$ cat config.mk
export PLATFORM = sky130hd
export DESIGN_NAME = alu_exec_stage
export DESIGN_NICKNAME = d
export VERILOG_FILES = /design/src/rtl/alu_exec_stage.sv
export SDC_FILE = /design/constraint.sdc
export NUM_CORES = 1
export LEC_CHECK = 0
export CAP_MARGIN = 10
export CORE_UTILIZATION = 55
export DETAILED_ROUTE_END_ITERATION = 6
export DONT_BUFFER_PORTS = 1
export PLACE_DENSITY = 0.74
export SYNTH_ARGS = -nofsm -noshare
export SYNTH_HDL_FRONTEND = slang
export SYNTH_SLANG_ARGS = --single-unit
$ cat constraint.sdc
create_clock -name clk -period 2.1 [get_ports clk]
set_input_delay 0.42 -clock clk [delete_from_list [all_inputs] [get_ports clk]]
set_output_delay 0.42 -clock clk [all_outputs]
set_load 0.01 [all_outputs]
$ cat src/rtl/alu_exec_stage.sv
// ============================================================================
// alu_exec_stage
// ----------------------------------------------------------------------------
// Execute/writeback stage for a 16-bit combinational ALU.
//
// The stage accepts one instruction word per valid/ready handshake. Two source
// operands are read from an internal 8x16 register file. The operands and the
// op code go to the external ALU through registers. The ALU output is captured
// one cycle later and written back to the destination register.
//
// A host port can load and inspect registers, so the stage can be exercised
// without a fetch unit.
//
// Instruction word layout:
//     [15:13] op    -> ALU select code
//     [12:10] rd    -> destination register
//     [9:7]   rs1   -> source register for operand A
//     [6:4]   rs2   -> source register for operand B
//     [3:0]   ignored
//
// Ports:
//     clk           single clock; all state updates on the rising edge
//     reset         synchronous, active-high reset
//     instr_valid   instr_word is presented
//     instr_ready   stage can accept an instruction this cycle
//     instr_word    instruction word (layout above)
//     alu_a         registered operand A to the ALU
//     alu_b         registered operand B to the ALU
//     alu_sel       registered op code to the ALU (3'b101 = clear after reset)
//     alu_result    combinational ALU output
//     done          one-cycle pulse during the writeback cycle
//     host_wr_en    host register write (IDLE only, has priority over accept)
//     host_wr_addr  host write index
//     host_wr_data  host write data
//     host_rd_addr  host read index
//     host_rd_data  combinational read of regfile[host_rd_addr]
//
// Optional feature (macro ALU_EXEC_FLAGS_EN):
//     Defining this macro adds the flag_z and flag_n outputs.
//     Both flags are registered in the writeback cycle from the written value.
//     Both reset to 0 and hold their value until the next writeback.
//     Leaving the macro undefined removes the ports and the logic.
// ============================================================================
module alu_exec_stage #(
    parameter int NREGS = 8,
    parameter int WIDTH = 16
) (
    input  logic             clk,
    input  logic             reset,
    input  logic             instr_valid,
    output logic             instr_ready,
    input  logic [15:0]      instr_word,
    output logic [WIDTH-1:0] alu_a,
    output logic [WIDTH-1:0] alu_b,
    output logic [2:0]       alu_sel,
    input  logic [WIDTH-1:0] alu_result,
    output logic             done,
    input  logic             host_wr_en,
    input  logic [2:0]       host_wr_addr,
    input  logic [WIDTH-1:0] host_wr_data,
    input  logic [2:0]       host_rd_addr,
    output logic [WIDTH-1:0] host_rd_data
`ifdef ALU_EXEC_FLAGS_EN
    ,
    output logic             flag_z,
    output logic             flag_n
`endif
);

    localparam logic [1:0] ST_IDLE = 2'd0;
    localparam logic [1:0] ST_EXEC = 2'd1;
    localparam logic [1:0] ST_WB   = 2'd2;

    // ALU select code driven out of reset: the ALU's "clear" operation.
    localparam logic [2:0] SEL_CLEAR = 3'b101;

    logic [1:0]       state;
    logic [1:0]       state_next;

    logic [WIDTH-1:0] regs [NREGS];

    logic [2:0]       dest;
    logic [WIDTH-1:0] result;

    logic [2:0]       dec_op;
    logic [2:0]       dec_rd;
    logic [2:0]       dec_rs1;
    logic [2:0]       dec_rs2;
    logic             unused_instr_bits;

    logic             accept;
    logic             host_write_ok;

    // Field decode of the incoming instruction word.
    // The low nibble carries no information. It is folded into a named
    // sink so that it is clearly deliberate.
    assign dec_op            = instr_word[15:13];
    assign dec_rd            = instr_word[12:10];
    assign dec_rs1           = instr_word[9:7];
    assign dec_rs2           = instr_word[6:4];
    assign unused_instr_bits = ^instr_word[3:0];

    // The host port has priority over instruction accept.
    // A host write in IDLE stalls the handshake for that cycle.
    assign instr_ready   = (state == ST_IDLE) && !host_wr_en;
    assign accept        = instr_valid && instr_ready;

    // Host writes outside IDLE are dropped. They are not stalled or queued.
    assign host_write_ok = host_wr_en && (state == ST_IDLE);

    assign done          = (state == ST_WB);

    assign host_rd_data  = regs[host_rd_addr];

    // Three-state sequence: IDLE -> EXEC -> WB -> IDLE.
    // EXEC gives the external ALU a full cycle to settle on the registered
    // operands. WB commits the captured result.
    always_comb begin
        state_next = state;
        case (state)
            ST_IDLE: begin
                if (accept) begin
                    state_next = ST_EXEC;
                end
            end
            ST_EXEC: state_next = ST_WB;
            ST_WB:   state_next = ST_IDLE;
            default: state_next = ST_IDLE;
        endcase
    end

    always_ff @(posedge clk) begin
        if (reset) begin
            state <= ST_IDLE;
        end else begin
            state <= state_next;
        end
    end

    // Operands are read from the register file as it stands at the accept
    // edge. This makes rd == rs1/rs2 use the old value. A dependent
    // instruction issued next always sees the previous writeback, because
    // WB finishes before IDLE can accept again.
    // Outside an accept these registers hold, so the ALU inputs stay stable.
    always_ff @(posedge clk) begin
        if (reset) begin
            alu_a   <= '0;
            alu_b   <= '0;
            alu_sel <= SEL_CLEAR;
            dest    <= '0;
        end else if (accept) begin
            alu_a   <= regs[dec_rs1];
            alu_b   <= regs[dec_rs2];
            alu_sel <= dec_op;
            dest    <= dec_rd;
        end
    end

    // Capture the ALU output at the end of EXEC.
    // Writeback then uses a registered value, not the live combinational path.
    always_ff @(posedge clk) begin
        if (reset) begin
            result <= '0;
        end else if (state == ST_EXEC) begin
            result <= alu_result;
        end
    end

    // Register file.
    // A writeback and a host write can never collide: one only happens in
    // WB, the other only in IDLE.
    // Reset takes precedence, so an operation in flight is dropped without
    // writing.
    always_ff @(posedge clk) begin
        if (reset) begin
            for (int i = 0; i < NREGS; i++) begin
                regs[i] <= '0;
            end
        end else if (state == ST_WB) begin
            regs[dest] <= result;
        end else if (host_write_ok) begin
            regs[host_wr_addr] <= host_wr_data;
        end
    end

`ifdef ALU_EXEC_FLAGS_EN
    // Status flags describe the most recent writeback.
    // Host writes do not touch them.
    always_ff @(posedge clk) begin
        if (reset) begin
            flag_z <= 1'b0;
            flag_n <= 1'b0;
        end else if (state == ST_WB) begin
            flag_z <= (result == '0);
            flag_n <= result[WIDTH-1];
        end
    end
`endif

endmodule

==> flow_metrics.py <==
metrics = {
    "run_status": {
        "status": "complete, but fails checks",
        "violations": "setup timing",
    },
    "min_path": {
        "min-delay-start": "reset",
        "hold_depth": 1,
        "hold_end": "dest[0]$_SDFFE_PP0P_",
        "hold_class": "in2reg",
    },
    "power_and_ir_drop": {
        "powerDensity_nw_per_um2": 753,
        "p_leak_nw": 4.34,
        "irDropWorstVdd_mv": 0.680,
        "fin_total_pwr_mw": 8.55,
    },
    "finish": {
        "fillers": 1275,
        "fin_area_um2": 11400,
        "diodes": 0,
        "layout-drive-gt1-share": 0.223,
        "seq_area_um2": 4960,
        "syn_to_final_growth_pct": 15.9,
        "fin_nets": 970,
        "multiInputGateArea_um2": 4580,
    },
    "timing": {
        "fin_crit_ps": 2100,
        "holdWs_ps": 41.6,
        "setup-tns-final_ps": -5.99,
        "rsz0062_at_grt": "yes",
        "timing.final.hold_violations": 0,
        "fmax_mhz": 475,
        "setup_viol": 2,
        "setup_ws_ps": -3.93,
        "worstMarginPinSlew_ps": 589,
        "finClkSkew_ps": 7.39,
        "fin_crit_sh": 1.00,
        "slew_headroom": 0.607,
        "slew_viol_final": 0,
    },
    "detailed_routing": {
        "first_pass_iters": 6,
        "wl_per_cell_um": 24.1,
        "vias_per_cell": 6.54,
        "drt_iter0_markers": 766,
        "postRouteAntennaNets": 0,
        "via_count": 7518,
        "wl_um": 27700,
        "drc": 0,
    },
    "clock_tree": {
        "clock_sinks": 184,
        "clk_latency_ps": 440,
        "clock_path_buffers": 2,
        "numCtsBuffers": 17,
        "h-tree-depth": 4,
        "cts_tree": "built",
        "cts.reportedPaths.clkPinSlew_ps": 70,
        "clockRootBuffer": "clkbuf_16",
    },
    "synthesis": {
        "syn_inst": 859,
        "synth_top_area_share": 0.392,
        "ys_warn_count": 0,
        "synth_edf_count": 128,
        "synth_area_um2": 9800,
        "ys.flop_type": "edfxtp_1",
        "yosysMostFrequentCell": "nor2_1",
        "ys_top_cells_by_area": "edfxtp_1 39%, mux2i_1 15%, dfxtp_1 11%",
        "yosysSeqAreaShare": 0.507,
        "synthArstFlopShare": 0,
        "synth_fp_nets": 917,
        "synth.avg_cell_area_um2": 11.4,
        "synth_top_area_cell": "edfxtp_1",
        "synthTopCellsByCount": "164 x nor2_1, 144 x mux2i_1, 128 x edfxtp_1, 64 x a22oi_1, 56 x dfxtp_1",
        "ys_ff_latch": 184,
        "synth_cell_types": 32,
    },
    "grt": {
        "grt_pass1_vias": 7460,
        "grt-ovfl-total": 0,
        "grtUsageTotal": 0.306,
        "antenna_found_initial": 0,
        "grt_max_degree": 68,
        "grt_pass1_wl_um": 40900,
    },
    "worst_setup_path": {
        "crit_arrival_ps": 1680,
        "worstPathMaxFanout": 2,
        "worstRegToRegCells": 6,
        "critPathRequiredTime_ps": 1680,
        "cp-startpoint": "regs[7][3]$_SDFFCE_PN0P_",
        "reg2reg_from": "state[1]$_SDFFE_PP0P_",
        "worstSetupPathType": "reg2out",
        "worstSetupEndpointType": "output pin",
        "r2r_slack_ps": 40,
        "timing.rr.end": "regs[4][6]$_SDFFCE_PN0P_",
        "critPathLaunchType": "flip-flop",
    },
    "die": {
        "num_rows": 48,
        "die-width_um": 135,
        "initial_utilization": 0.564,
        "coreArea_um2": 17400,
        "ios": 111,
        "fp.dieH_um": 135,
        "die_area_um2": 18400,
    },
    "job": {
        "maxCapViolations": 0,
    },
    "placed_design": {
        "gp_congestion": 0.857,
        "placed_area_um2": 10300,
        "port_buffers": 0,
        "place_hpwl_um": 17600,
    },
}
## worst max-delay path by stage
stage,to,slack [ps],cells past startpoint
final,host_rd_data[3],-4,2
after global routing,host_rd_data[3],-30,2
after CTS,host_rd_data[3],-4,2
after detailed placement,regs[4][8]$_SDFFCE_PN0P_,6,6
after global placement,regs[7][12]$_SDFFCE_PN0P_,90,6
after floorplan,host_rd_data[0],-70,4
## logic make-up after synthesis
group,count (synthesis),synth area share
compound gates,122,0.0820
buf+inv,70,0.0345
flops,184,0.507
mux,196,0.245
simple gates,287,0.131
## state kept, by name, summed over array words and instances (netlist names)
| signal | cells |
|---|---|
| alu_sel | 3 |
| dest | 3 |
| state | 2 |
| alu_b | 16 |
| regs | 128 |
| result | 16 |
| alu_a | 16 |
## placed cells by master, fill, tap and decap left out, drive strengths merged, types with 6 or more instances in the layout
cell and n:
mux2i 146, mux2 18, a21oi 52, edfxtp 128, inv 8, nand2 49
dfxtp 56, nand2b 22, mux4 32, buf 104, nor2b 6, a22oi 64
nor2 164, nor3 33, clkbuf 21
## routing by layer
layer  part of all wire  vias to the layer above  routed length [µm]  track usage
met2               0.46                      538               12900        0.491
met5                  0                        -                   0            0
li1                   -                     3282                   -            -
met3               0.11                      113                3050       0.0838
met4              0.045                        0                1240        0.164
met1               0.38                     3585               10500        0.376
## report_power, final
part	switching (mW)	internal, mW
Clock	1.45	1.80
Sequential	0.156	4.05
Combinational	0.563	0.540
Total	2.16	6.38
## critical path: stages, from the launching register on
cell and delay (ps):
edfxtp_1 430, mux4_2 510, mux2_4 300
## area by class of cell
| cell class | instances | area share |
|---|---|---|
| clock buffer | 21 | 0.0453 |
| clock inverter | 11 | 0.00849 |
| multi-input combinational | 605 | 0.404 |
| sequential | 184 | 0.437 |
| tap | 225 | 0.0248 |
| timing repair buffer | 104 | 0.0801 |
## stage by stage
| stage | util | worst slack [ps] | instances |
|---|---|---|---|
| floorplan | - | -70.4 | 859 |
| finish | 0.654 | -3.93 | 1150 |
| global route | 0.654 | -34.7 | 1150 |
| detailed placement | 0.595 | 5.52 | 1074 |
| global placement | 0.595 | 87.9 | 1074 |
| CTS | 0.640 | -3.78 | 1123 |
## timing repair
action | in CTS | in global routing
pin swaps | 0 | 1
hold buffers | 0 | 0
cloned | 0 | 0
buffers inserted | 17 | 27
setup endpoints to repair | 23 | 30
gates resized for setup | 7 | 12
No activity file was read; power rests on OpenSTA's default activity.
